--- src/rtl/sr_video_pkg.sv ---
// ---------------------------------------------------------------------------
// sr_video_pkg
// Shared video definitions for the frame-buffer read and write controllers:
//   - RGB444_W        : stored pixel width (RGB444)
//   - SRC_H_DEFAULT / SRC_V_DEFAULT : default stored image geometry
//   - rd_state_e      : readout controller FSM states
//   - rgb444_to_888() : nibble-replicating colour expansion
// ---------------------------------------------------------------------------
package sr_video_pkg;

    localparam int RGB444_W      = 12;
    localparam int SRC_H_DEFAULT = 512;
    localparam int SRC_V_DEFAULT = 384;

    typedef enum logic [1:0] {
        S_NOFRAME = 2'd0,
        S_ARMED   = 2'd1,
        S_ACTIVE  = 2'd2
    } rd_state_e;

    // Replicating each nibble maps 4'hF to 8'hFF exactly, so full-scale
    // stays full-scale.
    function automatic logic [23:0] rgb444_to_888(input logic [RGB444_W-1:0] p);
        return {p[11:8], p[11:8], p[7:4], p[7:4], p[3:0], p[3:0]};
    endfunction

endpackage

--- src/rtl/sr_frame_readout_ctrl_if.sv ---
// ---------------------------------------------------------------------------
// sr_frame_readout_ctrl_if
// Frame-buffer BRAM read port (port B).
//   rd_en   : read enable        (controller -> BRAM)
//   rd_addr : read address       (controller -> BRAM)
//   rd_data : RGB444 read data, valid one cycle after rd_en (BRAM -> controller)
// Modports: master = readout controller, slave = BRAM.
// ---------------------------------------------------------------------------
interface sr_frame_readout_ctrl_if
    import sr_video_pkg::*;
#(
    parameter int ADDR_W = 18
) ();

    logic                rd_en;
    logic [ADDR_W-1:0]   rd_addr;
    logic [RGB444_W-1:0] rd_data;

    modport master (output rd_en, output rd_addr, input  rd_data);
    modport slave  (input  rd_en, input  rd_addr, output rd_data);

endinterface

--- src/rtl/sr_sync_delay.sv ---
// ---------------------------------------------------------------------------
// sr_sync_delay
// Fixed-depth shift register used to align the display sync/enable bits with
// the BRAM read pipeline.
//   i_clk  : clock
//   i_rstn : asynchronous active-low reset (clears every stage)
//   i_d    : WIDTH-bit input
//   o_d    : i_d delayed by DEPTH cycles
// ---------------------------------------------------------------------------
module sr_sync_delay #(
    parameter int DEPTH = 3,
    parameter int WIDTH = 3
) (
    input  logic             i_clk,
    input  logic             i_rstn,
    input  logic [WIDTH-1:0] i_d,
    output logic [WIDTH-1:0] o_d
);

    logic [WIDTH-1:0] pipe_q [DEPTH];

    always_ff @(posedge i_clk or negedge i_rstn) begin
        if (!i_rstn) begin
            for (int i = 0; i < DEPTH; i++) pipe_q[i] <= '0;
        end else begin
            pipe_q[0] <= i_d;
            for (int i = 1; i < DEPTH; i++) pipe_q[i] <= pipe_q[i-1];
        end
    end

    assign o_d = pipe_q[DEPTH-1];

endmodule

--- src/rtl/sr_frame_readout_ctrl.sv ---
// ---------------------------------------------------------------------------
// sr_frame_readout_ctrl
// Pixel-domain sequencer for the frame-buffer BRAM read port. Generates read
// addresses from display timing with 2^SCALE_SHIFT integer upscaling of a
// SRC_H x SRC_V RGB444 image, holds the display black until a complete
// camera frame has been written, and re-aligns vde/hsync/vsync to the
// 3-cycle read pipeline.
//
// Ports:
//   i_clk_pixel, i_rstn        : pixel clock, async active-low reset
//   i_frame_done               : 1-cycle pulse, writer finished a frame
//   i_vde, i_hsync, i_vsync    : display timing inputs
//   bram (master)              : BRAM port B (rd_en, rd_addr, rd_data)
//   o_video_data               : RGB888 pixel
//   o_video_vde/hsync/vsync    : timing delayed by 3 cycles
//   o_frame_start              : pulse the cycle after an i_vsync rise
//   o_frame_valid              : high while displaying a written frame
//
// Build option: SR_READOUT_PATTERN_EN -- when defined, the active window
// shows 8 vertical colour bars while no frame has been written yet.
// ---------------------------------------------------------------------------
module sr_frame_readout_ctrl
    import sr_video_pkg::*;
#(
    parameter int SRC_H       = SRC_H_DEFAULT,
    parameter int SRC_V       = SRC_V_DEFAULT,
    parameter int SCALE_SHIFT = 1,
    parameter int ADDR_W      = 18
) (
    input  logic                    i_clk_pixel,
    input  logic                    i_rstn,
    input  logic                    i_frame_done,
    input  logic                    i_vde,
    input  logic                    i_hsync,
    input  logic                    i_vsync,
    sr_frame_readout_ctrl_if.master bram,
    output logic [23:0]             o_video_data,
    output logic                    o_video_vde,
    output logic                    o_video_hsync,
    output logic                    o_video_vsync,
    output logic                    o_frame_start,
    output logic                    o_frame_valid
);

    localparam int                CNT_W     = 12;
    localparam logic [CNT_W-1:0]  WIN_H     = CNT_W'(SRC_H << SCALE_SHIFT);
    localparam logic [CNT_W-1:0]  WIN_V     = CNT_W'(SRC_V << SCALE_SHIFT);
    localparam logic [CNT_W-1:0]  LN_MASK   = CNT_W'((1 << SCALE_SHIFT) - 1);
    localparam logic [ADDR_W-1:0] LINE_STEP = ADDR_W'(SRC_H);

    rd_state_e          state_q, state_d;
    logic               vsync_q, vde_q, frame_start_q;
    logic [CNT_W-1:0]   px_cnt_q, px_cnt_d;
    logic [CNT_W-1:0]   ln_cnt_q, ln_cnt_d;
    logic [CNT_W-1:0]   ln_next;
    logic [ADDR_W-1:0]  line_base_q, line_base_d;
    logic [ADDR_W-1:0]  rd_addr_q, rd_addr_d;
    logic               rd_en_q, rd_en_s2_q;
    logic [23:0]        video_data_q, video_data_d;
    logic               vs_rise, vde_fall, in_window, rd_win;
    logic [2:0]         sync_dly;

    assign vs_rise   = i_vsync & ~vsync_q;
    assign vde_fall  = ~i_vde & vde_q;
    assign ln_next   = ln_cnt_q + 1'b1;
    // Geometry part of the window; the FSM state decides BRAM vs. pattern.
    assign in_window = i_vde && (px_cnt_q < WIN_H) && (ln_cnt_q < WIN_V);
    assign rd_win    = in_window && (state_q == S_ACTIVE);

    // FSM: a frame_done coincident with the frame-start cycle is treated as
    // having arrived first, so that very frame is displayed.
    always_comb begin
        state_d = state_q;
        unique case (state_q)
            S_NOFRAME: if (i_frame_done) state_d = vs_rise ? S_ACTIVE : S_ARMED;
            S_ARMED:   if (vs_rise)      state_d = S_ACTIVE;
            S_ACTIVE:  state_d = S_ACTIVE;
            default:   state_d = S_NOFRAME;
        endcase
    end

    // Raster counters; line_base advances once every 2^SCALE_SHIFT lines so
    // each stored line is repeated vertically.
    always_comb begin
        px_cnt_d    = px_cnt_q;
        ln_cnt_d    = ln_cnt_q;
        line_base_d = line_base_q;
        if (i_vde)         px_cnt_d = px_cnt_q + 1'b1;
        else if (vde_fall) px_cnt_d = '0;
        if (vs_rise) begin
            ln_cnt_d    = '0;
            line_base_d = '0;
        end else if (vde_fall) begin
            ln_cnt_d = ln_next;
            if ((ln_next & LN_MASK) == '0) line_base_d = line_base_q + LINE_STEP;
        end
    end

    assign rd_addr_d = rd_win ? line_base_q + ADDR_W'(px_cnt_q >> SCALE_SHIFT)
                              : rd_addr_q;

    always_ff @(posedge i_clk_pixel or negedge i_rstn) begin
        if (!i_rstn) begin
            state_q       <= S_NOFRAME;
            vsync_q       <= 1'b0;
            vde_q         <= 1'b0;
            frame_start_q <= 1'b0;
            px_cnt_q      <= '0;
            ln_cnt_q      <= '0;
            line_base_q   <= '0;
        end else begin
            state_q       <= state_d;
            vsync_q       <= i_vsync;
            vde_q         <= i_vde;
            frame_start_q <= vs_rise;
            px_cnt_q      <= px_cnt_d;
            ln_cnt_q      <= ln_cnt_d;
            line_base_q   <= line_base_d;
        end
    end

    // Stage 1: read request to BRAM. Stage 2: BRAM output register.
    always_ff @(posedge i_clk_pixel or negedge i_rstn) begin
        if (!i_rstn) begin
            rd_en_q    <= 1'b0;
            rd_addr_q  <= '0;
            rd_en_s2_q <= 1'b0;
        end else begin
            rd_en_q    <= rd_win;
            rd_addr_q  <= rd_addr_d;
            rd_en_s2_q <= rd_en_q;
        end
    end

`ifdef SR_READOUT_PATTERN_EN
    logic       pat_vld_s1_q, pat_vld_s2_q;
    logic [2:0] pat_bar_s1_q, pat_bar_s2_q;

    // Pattern travels alongside the read pipeline to match its latency.
    always_ff @(posedge i_clk_pixel or negedge i_rstn) begin
        if (!i_rstn) begin
            pat_vld_s1_q <= 1'b0;
            pat_vld_s2_q <= 1'b0;
            pat_bar_s1_q <= '0;
            pat_bar_s2_q <= '0;
        end else begin
            pat_vld_s1_q <= in_window && (state_q != S_ACTIVE);
            pat_vld_s2_q <= pat_vld_s1_q;
            pat_bar_s1_q <= px_cnt_q[9:7];
            pat_bar_s2_q <= pat_bar_s1_q;
        end
    end
`endif

    always_comb begin
        video_data_d = '0;
        if (rd_en_s2_q) begin
            video_data_d = rgb444_to_888(bram.rd_data);
        end
`ifdef SR_READOUT_PATTERN_EN
        else if (pat_vld_s2_q) begin
            video_data_d = {{8{pat_bar_s2_q[2]}}, {8{pat_bar_s2_q[1]}}, {8{pat_bar_s2_q[0]}}};
        end
`endif
    end

    // Stage 3: output pixel register.
    always_ff @(posedge i_clk_pixel or negedge i_rstn) begin
        if (!i_rstn) video_data_q <= '0;
        else         video_data_q <= video_data_d;
    end

    sr_sync_delay #(
        .DEPTH (3),
        .WIDTH (3)
    ) u_sync_delay (
        .i_clk  (i_clk_pixel),
        .i_rstn (i_rstn),
        .i_d    ({i_vde, i_hsync, i_vsync}),
        .o_d    (sync_dly)
    );

    assign bram.rd_en    = rd_en_q;
    assign bram.rd_addr  = rd_addr_q;
    assign o_video_data  = video_data_q;
    assign o_video_vde   = sync_dly[2];
    assign o_video_hsync = sync_dly[1];
    assign o_video_vsync = sync_dly[0];
    assign o_frame_start = frame_start_q;
    assign o_frame_valid = (state_q == S_ACTIVE);

endmodule

--- src/flat_wrapper.sv ---
// flat-port wrapper written by rule: the top's interface ports become plain ports
module sr_frame_readout_ctrl_flat import sr_video_pkg::*;
#(
    parameter int SRC_H       = SRC_H_DEFAULT,
    parameter int SRC_V       = SRC_V_DEFAULT,
    parameter int SCALE_SHIFT = 1,
    parameter int ADDR_W      = 18
)
  (i_clk_pixel, i_rstn, i_frame_done, i_vde, i_hsync, i_vsync, o_video_data, o_video_vde, o_video_hsync, o_video_vsync, o_frame_start, o_frame_valid, bram_rd_en, bram_rd_addr, bram_rd_data);
  sr_frame_readout_ctrl_if #(.ADDR_W(ADDR_W)) bram_i ();
  input  logic i_clk_pixel;
  input  logic i_rstn;
  input  logic i_frame_done;
  input  logic i_vde;
  input  logic i_hsync;
  input  logic i_vsync;
  output logic [23:0] o_video_data;
  output logic o_video_vde;
  output logic o_video_hsync;
  output logic o_video_vsync;
  output logic o_frame_start;
  output logic o_frame_valid;
  output wire logic [$bits(bram_i.rd_en)-1:0] bram_rd_en;
  output wire logic [$bits(bram_i.rd_addr)-1:0] bram_rd_addr;
  input wire logic [$bits(bram_i.rd_data)-1:0] bram_rd_data;
  assign bram_rd_en = bram_i.rd_en;
  assign bram_rd_addr = bram_i.rd_addr;
  assign bram_i.rd_data = bram_rd_data;
  sr_frame_readout_ctrl #(.SRC_H(SRC_H), .SRC_V(SRC_V), .SCALE_SHIFT(SCALE_SHIFT), .ADDR_W(ADDR_W)) u_core (.i_clk_pixel(i_clk_pixel), .i_rstn(i_rstn), .i_frame_done(i_frame_done), .i_vde(i_vde), .i_hsync(i_hsync), .i_vsync(i_vsync), .bram(bram_i), .o_video_data(o_video_data), .o_video_vde(o_video_vde), .o_video_hsync(o_video_hsync), .o_video_vsync(o_video_vsync), .o_frame_start(o_frame_start), .o_frame_valid(o_frame_valid));
endmodule
--- config.mk ---
export PLATFORM = sky130hd
export DESIGN_NAME = sr_frame_readout_ctrl_flat
export DESIGN_NICKNAME = d
export VERILOG_FILES = /design/src/rtl/sr_video_pkg.sv /design/src/rtl/sr_frame_readout_ctrl_if.sv /design/src/rtl/sr_sync_delay.sv /design/src/rtl/sr_frame_readout_ctrl.sv /design/src/flat_wrapper.sv
export SDC_FILE = /design/constraint.sdc
export NUM_CORES = 1
export LEC_CHECK = 0
export ABC_AREA = 0
export BUFFER_PORTS_ARGS = -buffer_cell sky130_fd_sc_hd__buf_4
export CORE_ASPECT_RATIO = 1.2
export CORE_UTILIZATION = 44
export CTS_CLUSTER_DIAMETER = 40
export DETAILED_ROUTE_END_ITERATION = 8
export PLACE_DENSITY_LB_ADDON = 0.08
export SLEW_MARGIN = 20
export SYNTH_ARGS = -nofsm -noshare
export SYNTH_HDL_FRONTEND = slang
export SYNTH_HIERARCHICAL = 1
export SYNTH_SLANG_ARGS = --single-unit
--- constraint.sdc ---
create_clock -name i_clk_pixel -period 1.91 [get_ports i_clk_pixel]
set_input_delay 0.4775 -clock i_clk_pixel [delete_from_list [all_inputs] [get_ports i_clk_pixel]]
set_output_delay 0.4775 -clock i_clk_pixel [all_outputs]
set_load 0.005 [all_outputs]
# Yosys cells after proc, flatten, opt, wreduce, memory -nomap -nowiden
# Cells that the tools add are included.
[totals] register_bits=100 input_bits=18 output_inout_bits=48 elab_cells=50
[op_classes] addsub=4 n_lt_le_gt_ge=2 n_eq_ne=4 n_mux=12 bitwise=4 n_reduce_logical=10
[ops] op="18-bit two-way mux" n=3
[ops] op="12-bit two-way mux" n=4
[ops] op="12-bit by 1-bit adder with 12-bit output, second input constant" n=2
[ops] op="24-bit two-way mux" n=1
[ops] op="18-bit by 10-bit adder with 18-bit output, second input constant" n=1
[ops] op="18-bit by 11-bit adder with 18-bit output" n=1
[ops] op="12-bit zero test" n=1
[ops] op="12-bit by 10-bit < comparator with 1-bit output, second input constant" n=1
[ops] op="12-bit by 11-bit < comparator with 1-bit output, second input constant" n=1
[ops] op="2-bit two-way mux" n=3
[ops] op="2-bit one-hot mux with 3 select lines" n=1
[ops] op="2-bit nonzero test" n=3
[ops] op="2-bit AND reduction" n=2
[ops] op="1-bit logical AND" n=3
[ops] op="1-bit AND" n=2
[ops] op="2-bit by 1-bit == test with 1-bit output, second input constant" n=1
[ops] op="2-bit == test, second input constant" n=1
[ops] op="2-bit zero test" n=1
[ops] op="2-bit by 1-bit != test with 1-bit output, second input constant" n=1
[ops] op="2-bit != test, second input constant" n=1
[ops] op="1-bit NOT" n=2

# Longest topological paths before layout
# Gate-level depths: netlist of the first run.
[depth] ltp_word=5 ltp_mapped=9 depth_no_buf=7

# Hierarchy
# Netlist of the first run, hierarchy kept.
[by_module_without_submodules] module="sr_frame_readout_ctrl" n_inst=1 cells_each=338 area_each_um2=3365.7 seq_area_each_um2=1751.7
[by_module_without_submodules] module="sr_sync_delay" n_inst=1 cells_each=12 area_each_um2=247.7 seq_area_each_um2=225.2

# Worst setup path before layout of the first run
# OpenSTA, ideal clock, no wires.
[synth_timing] path_kind="in2reg" from="input i_vde" to="register u_core.rd_addr_q[14], in the netlist u_core/bram.rd_addr[14]" setup_ns=0.069 arrival_time_ns=1.787 required_time_ns=1.841 setup_slack_ns=0.055 stages=5 n_path_buf=1 path_cell_list="or4b_1 > or3_1 > buf_6 > a2111o_1 > nand3_1"
[synth_between] elab_chain_cells=3
[synth_rtl] element="start, declared" line="flat_wrapper.sv:14" rtl="input logic i_vde;"
[synth_rtl] element="1-bit logical AND (2 in series)" line="sr_frame_readout_ctrl.sv:67" rtl="assign in_window = i_vde && (px_cnt_q < WIN_H) && (ln_cnt_q < WIN_V);"
[synth_rtl] element="1-bit logical AND" line="sr_frame_readout_ctrl.sv:68" rtl="assign rd_win = in_window && (state_q == S_ACTIVE);"
[synth_rtl] element="end signal, assigned" line="sr_frame_readout_ctrl.sv:130" rtl="rd_addr_q <= rd_addr_d;"
[synth_rtl] element="end, declared" line="sr_frame_readout_ctrl.sv:57" rtl="logic [ADDR_W-1:0] rd_addr_q, rd_addr_d;"
# No other way between the ends.
# A chain may end at the register's enable or synchronous reset.

# Worst setup path after layout of the first run
[layout_timing] from="register u_core.ln_cnt_q[11]" to="register u_core.rd_addr_q[14], in the netlist u_core/bram.rd_addr[14]"
[layout_between] elab_chain_cells=3
[layout_rtl] element="start, declared" line="sr_frame_readout_ctrl.sv:54" rtl="logic [CNT_W-1:0] ln_cnt_q, ln_cnt_d;"
[layout_rtl] element="start signal, assigned" line="sr_frame_readout_ctrl.sv:117" rtl="ln_cnt_q <= ln_cnt_d;"
[layout_rtl] element="12-bit by 10-bit < comparator with 1-bit output" line="sr_frame_readout_ctrl.sv:67"
[layout_rtl] element="1-bit logical AND" line="sr_frame_readout_ctrl.sv:67"
[layout_rtl] element="1-bit logical AND" line="sr_frame_readout_ctrl.sv:68"
# No other way between the ends.

==> results of run 1 <==
-- power groups by stage --
stage / Clock, mW / Sequential [mW] / Combinational (mW)
6_report: 1.23 / 1.99 / 0.805
5_1_grt: 1.35 / 2.02 / 0.900
4_1_cts: 1.28 / 1.99 / 0.806
3_5_place_dp: 0 / 2.02 / 0.798
3_3_place_gp: 0 / 2.02 / 0.780
2_1_floorplan: 0 / 1.98 / 0.490
-- worst register-to-register path: cells and delay by family, from the launching register on --
family	cells	cell delay (ns)
flops	1	0.40
simple gates	3	0.96
compound gates	1	0.37
-- cell families after synthesis --
| group | synth area share (%) |
|---|---|
| compound gates | 8.55 |
| buf+inv | 6.41 |
| flops | 54.7 |
| xor+xnor | 4.12 |
| simple gates | 19.3 |
| mux | 3.32 |
| other cells | 0.104 |
| fa+ha+maj | 3.46 |
-- sequential cells by signal, indices dropped and copies added, names as in the netlist, 2 cells and up --
name	count
u_core/u_sync_delay/o_d	3
u_core/line_base_q	9
u_core/px_cnt_q	12
u_core/bram.rd_addr	18
u_core/ln_cnt_q	12
u_core/o_video_data	12
u_core/u_sync_delay/pipe_q	6
u_core/state_q	2
-- stage by stage --
stage	setup TNS (ns)	hold WS (ns)	cells
finish	0	0.0228	503
global route	0	0.0389	503
CTS	0	0.0245	503
detailed placement	-1.09	0.337	487
global placement	-0.754	0.336	487
floorplan	0	0.182	350
-- layer usage --
| layer | vias to the layer above | global-route usage [%] | wire length (µm) |
|---|---|---|---|
| li1 | 1290 | - | - |
| met1 | 1233 | 21.4 | 3110 |
| met2 | 82 | 30.4 | 3280 |
| met3 | 9 | 3.99 | 405 |
| met4 | 0 | 7.82 | 123 |
| met5 | - | 0 | 0 |
-- worst max path at each step --
stage                        start                       to  cells after the start
2_1_floorplan                i_vde  u_core/bram.rd_addr[14]                      5
3_3_place_gp                 i_vde  u_core/bram.rd_addr[17]                      6
3_5_place_dp                 i_vde  u_core/bram.rd_addr[15]                      6
4_1_cts        u_core/ln_cnt_q[10]  u_core/bram.rd_addr[15]                      5
5_1_grt        u_core/px_cnt_q[11]  u_core/bram.rd_addr[14]                      6
6_report       u_core/ln_cnt_q[11]  u_core/bram.rd_addr[14]                      4
-- layout by cell type (no fill, tap or decap), drive strengths merged, types with 2 or more instances in the layout --
cell type and count:
nand3 14, and4 3, clkinvlp 3, buf 79, or3 9, xor2 13
nand4 13, a2111o 2, clkbuf 11, ha 10, clkinv 2, o2111ai 4
nand2 50, a21oi 15, nand2b 6, o21ai 20, nor2 15, and2 20
dfrtp 79, o31ai 3, and3 4, xnor2 4, o211ai 3, inv 7
mux2i 12
-- layout make-up --
cell class | count | area [µm²]
Clock buffer | 11 | 141
Clock inverter | 5 | 57.6
Inverter | 8 | 31.3
Fill cell | 729 | 3480
Multi-Input combinational cell | 229 | 1410
Tap cell | 92 | 115
Sequential cell | 79 | 1980
Timing Repair Buffer | 79 | 622
-- timing repair --
action,in CTS,in global routing
resized for setup,0,3
hold buffers,0,0
setup endpoints to repair,0,18
==> impl_results.md, run 1 <==
* DRT iter0 DRCs at 101
* Cell Int Power at 2.90 mW
* Post-route cell area at 4360 µm²
* Sw power at 1.13 mW
* Clock buffer count from CTS at 9
* Initial Util at 46.1%
* Worst IR Drop VDD at 0.000585 V
* Total GRT Usage at 17.7%
* Synth top area cells: dfrtp_1, nand2_1, and2_1, ha_1, mux2i_1
* Worst r2r path cells at 4
* FFs w/ async S/R, synth at 100%
* PortBufs at 65
* Seq/Total Area, Yosys at 54.7%
* Register-to-Register Setup Slack at 0.12 ns
* Top Family by Delay on Critical Path: simple AND/OR/NAND/NOR gates
* Site row count at 35
* IO Pins at 66
* Number of synthesized flops with an enable pin at 0
* Synth Warn # at 6
* RSZ-0062 raised after global routing: false
* DIE HEIGHT at 101 µm
* Clock slew at reported path FFs at 0.08 ns
* Vias in the first global route at 2504
* Max clock buf depth at 2
* Core ar. at 7840 µm²
* Period utilization at 93.8%
* Die ar. at 8580 µm²
* Synth Cell Area at 3610 µm²
* Most common cell in the netlist: dfrtp_1
* Share of layout cells above drive strength 1 at 23.8%
* Pins over their slew limit at 0
* Critical R2R Launch: u_core/ln_cnt_q[11]
* Synth Flop Type: dfrtp_1
* Final core occ at 55.6%
* Total wire length at 6.93 mm
* Mean Syn Cell Area at 10.3 µm²
* Slowest-stage cell, CP: or4b_1
* Max-cap violations at 0
* Final setup viols at 0
* Library cells used by synthesis at 38
* TritonCTS clock tree: done
* Drt wl/cell at 13.8 µm
* Clock power frac at 30.6%
* P&R area growth vs syn at 20.6%
* Hpwl dp at 4.96 mm
* Violated checks: DRC
* Yosys top cell area share at 54.7%
* Final Hold Vio Count at 0
* Critical path buffers and inverters at 0
* GRT overflow at 0
* Initial antenna violation count at 0
* Pwr dens at 924 nW/µm²
* Worst skew pair latency at 0.35 ns
* Gpl congestion at 0.779
* Pre-CTS setup slack at -0.0831 ns
* Max Clock Skew at 0.00799 ns
* Post-synthesis register bit count at 79
* Via count at 2614
* DR vias/cell at 5.20
* Clock root buffer: clkbuf_8
* CTS HTree Levels at 3
* TritonRoute pass-1 iters at 7
* Fmax achieved at 0.558 GHz
* Synth cell count leaders: dfrtp_1, nand2_1, and2_1
* Seq pwr share at 49.4%
* Nets at 434
* Fraction of power spent switching nets at 28.1%
* Final min period at 1.79 ns
* Static leakage at 2.12 nW
* Worst path max stage delay at 0.50 ns
* Die Wd at 84.7 µm
* CP required at 2.19 ns
* Outcome: finished with violations
* Post-DP Area at 4150 µm²
* Syn_nets at 378
* First-pass GRT wire length at 11.7 mm
* Crit. End Element: register
* Syn Inst Count at 350
* # clock sinks at 79
* Largest net degree at the start of global routing at 39
* FF-to-FF End: u_core/bram.rd_addr[14]
* Critical path class: reg -> reg
* Worst setup margin at 0.119 ns
* Worst EP arrival at 2.07 ns
* Worst-path maximum fanout at 5
* Crit path cell chain: or4b_1 -> or3_4 -> a2111o_1 -> nand3_1
* Number of remaining DRC errors at 11
* Post-CTS Setup Bufs at 0
* Largest area contributor in the netlist: dfrtp_1
* Worst hold path type: in -> async
* Tot Pwr at 4.03 mW
* Combinational power share at 20.0%
* CP Launch Type: register
* Routed Antenna Nets at 0
* Ant diodes at 0
(Power assumes the default switching activity.)
==> run 2: changes to the inputs <==
--- a/config.mk
+++ b/config.mk
@@ -11,6 +11,7 @@
 export CORE_UTILIZATION = 44
 export CTS_CLUSTER_DIAMETER = 40
 export DETAILED_ROUTE_END_ITERATION = 8
+export HOLD_SLACK_MARGIN = 0.03
 export PLACE_DENSITY_LB_ADDON = 0.08
 export SLEW_MARGIN = 20
 export SYNTH_ARGS = -nofsm -noshare
==> run 2 against run 1 <==
Effect of this change: the flow still finishes with violations (DRC); flip-flop and latch count did not move; non-clock buffer count rose by 1; die area did not move; clock-buffer cell count did not move; global-route usage barely moved; power barely moved; routed wire length rose by 0.20%; combinational power barely moved; setup slack barely moved; sequential power barely moved.
==> impl_results.md, run 2 (same netlist as run 1, synthesis figures left out) <==
* Outcome: finished with violations
* Violated checks: DRC
* Clock slew at reported path FFs at 0.08 ns (about the same)
* Pre-CTS setup slack at -0.0831 ns (unchanged)
* Die ar. at 8580 µm² (unchanged)
* CP Launch Type: register
* Max clock buf depth at 2 (unchanged)
* Critical path class: reg -> reg
* Gpl congestion at 0.779 (unchanged)
* Period utilization at 93.8% (about the same)
* Clock buffer count from CTS at 9 (unchanged)
* Max-cap violations at 0 (unchanged)
* Final setup viols at 0 (unchanged)
* CTS HTree Levels at 3 (unchanged)
* Worst EP arrival at 2.07 ns (about the same)
* Worst hold path type: in -> reg
* Routed Antenna Nets at 0 (unchanged)
* Global routing usage on met2 at 30.5% (+0.13 points)
* First-pass GRT wire length at 11.7 mm (+0.23%)
* Largest register FFs at 18 (unchanged)
* Final min period at 1.79 ns (-0.000439 ns)
* Pwr dens at 922 nW/µm² (-0.16%)
* TritonCTS clock tree: done
* Number of remaining DRC errors at 11 (unchanged)
* DRT iter0 DRCs at 94 (-6.9%)
* IO Pins at 66 (unchanged)
* TritonRoute pass-1 iters at 7 (unchanged)
* # clock sinks at 79 (unchanged)
* Global route hottest layer: met2
* Clock root buffer: clkbuf_8
* Static leakage at 2.13 nW (+0.20%)
* Pins over their slew limit at 0 (unchanged)
* Nets at 435 (+0.23%)
* Slowest-stage cell, CP: or4b_1
* RSZ-0062 raised after global routing: false
* Ant diodes at 0 (unchanged)
* Via count at 2615 (+0.038%)
* Met1 Use GR at 21.4% (unchanged)
* Die Wd at 84.7 µm (unchanged)
* GRT overflow at 0 (unchanged)
* PortBufs at 65 (unchanged)
* Hpwl dp at 4.96 mm (unchanged)
* Worst IR Drop VDD at 0.000585 V (about the same)
* Highest-count cells in the layout ignoring fill and taps: dfrtp_1, buf_4, nand2_1
* Worst path max stage delay at 0.49 ns (about the same)
* Fmax achieved at 0.558 GHz (about the same)
* Share of layout cells above drive strength 1 at 23.8% (-0.058 points)
* CP required at 2.19 ns (about the same)
* Worst-path maximum fanout at 5 (unchanged)
* Drt wl/cell at 13.8 µm (about the same)
* Initial antenna violation count at 0 (unchanged)
* Largest net degree at the start of global routing at 39 (unchanged)
* Total GRT Usage at 17.7% (+0.035 points)
* Met3 GRT Util at 3.99% (unchanged)
* P&R area growth vs syn at 20.8%
* DIE HEIGHT at 101 µm (unchanged)
* Max Clock Skew at 0.00799 ns (-0.00000464 ns)
* Initial Util at 46.1% (unchanged)
* Crit path cell chain: or4b_1 -> or3_4 -> a2111o_1 -> nand3_1
* Vias in the first global route at 2516 (+0.48%)
* Commonest non-fill, non-tap cell in the layout: dfrtp_1
* DR vias/cell at 5.19 (-0.16%)
* Worst setup margin at 0.119 ns (+0.000439 ns)
* Total wire length at 6.94 mm (+0.20%)
* Final Hold Vio Count at 0 (unchanged)
* Core ar. at 7840 µm² (unchanged)
* Post-CTS Setup Bufs at 0 (unchanged)
* Crit. End Element: register
* Site row count at 35 (unchanged)
* Worst skew pair latency at 0.35 ns (about the same)
* Number of fill cells in the layout at 728 (-0.14%)
* Total negative slack at 0 ns (unchanged)
[run 2: cell types whose count changed in the layout (fill, tap and decap cells not counted), sizes merged]
cell,before,now
dlygate4sd3,0,1
[run 2: cell type report]
class | count | area, µm² | area share [%]
Clock buffer | 11 | 141 | 3.24
Clock inverter | 5 | 57.6 | 1.32
Multi-Input combinational cell | 229 | 1410 | 32.3
Inverter | 8 | 31.3 | 0.716
Timing Repair Buffer | 80 | 632 | 14.5
Tap cell | 92 | 115 | 2.64
Sequential cell | 79 | 1980 | 45.3
[run 2: per-layer routing]
metal	routed length, µm	share of wire (%)
met5	0	0
met4	123	1.8
met3	391	5.6
met2	3290	47
met1	3140	45
[run 2: report_power, final]
| part | total (mW) | internal (mW) | switching, mW |
|---|---|---|---|
| Sequential | 1.99 | 1.84 | 0.150 |
| Clock | 1.23 | 0.637 | 0.593 |
| Combinational | 0.808 | 0.420 | 0.388 |
[run 2: metrics by stage]
stage          instances  total power [mW]  hold WS, ns  utilization (%)  area, µm²
2_1_floorplan        350              2.47        0.182                -       3610
3_3_place_gp         487              2.80        0.336             52.9       4150
3_5_place_dp         487              2.82        0.337             52.9       4150
4_1_cts              504              4.08        0.219             55.6       4360
5_1_grt              504              4.27        0.210             55.7       4370
6_report             504              4.03        0.237             55.7       4370
[run 2: worst max-delay path, delay by kind of cell, from the launching register on]
family	cells	cell delay, ns
simple gates	3	0.95
flops	1	0.40
compound gates	1	0.37
[run 2: path summary, 6_finish.rpt]
path / start / to / slack [ns] / depth (start not counted)
worst max-delay path: u_core/ln_cnt_q[11] / u_core/bram.rd_addr[14] / 0.12 / 4
worst min-delay path: i_hsync / u_core/u_sync_delay/pipe_q[7] / 0.24 / 1
worst max register to register: u_core/ln_cnt_q[11] / u_core/bram.rd_addr[14] / 0.12 / 4
worst min register to register: u_core/u_sync_delay/pipe_q[5] / u_core/u_sync_delay/o_d[2] / 0.35 / 0
max in group asynchronous: i_rstn / u_core/state_q[0] / 0.78 / 3
min in group asynchronous: i_rstn / u_core/u_sync_delay/pipe_q[4] / 0.57 / 2
[run 2: repair_timing]
action	CTS	global route
hold buffers	1	0
endpoints found under the hold margin	18	0
resized for setup	0	3
endpoints found under the setup margin	0	18
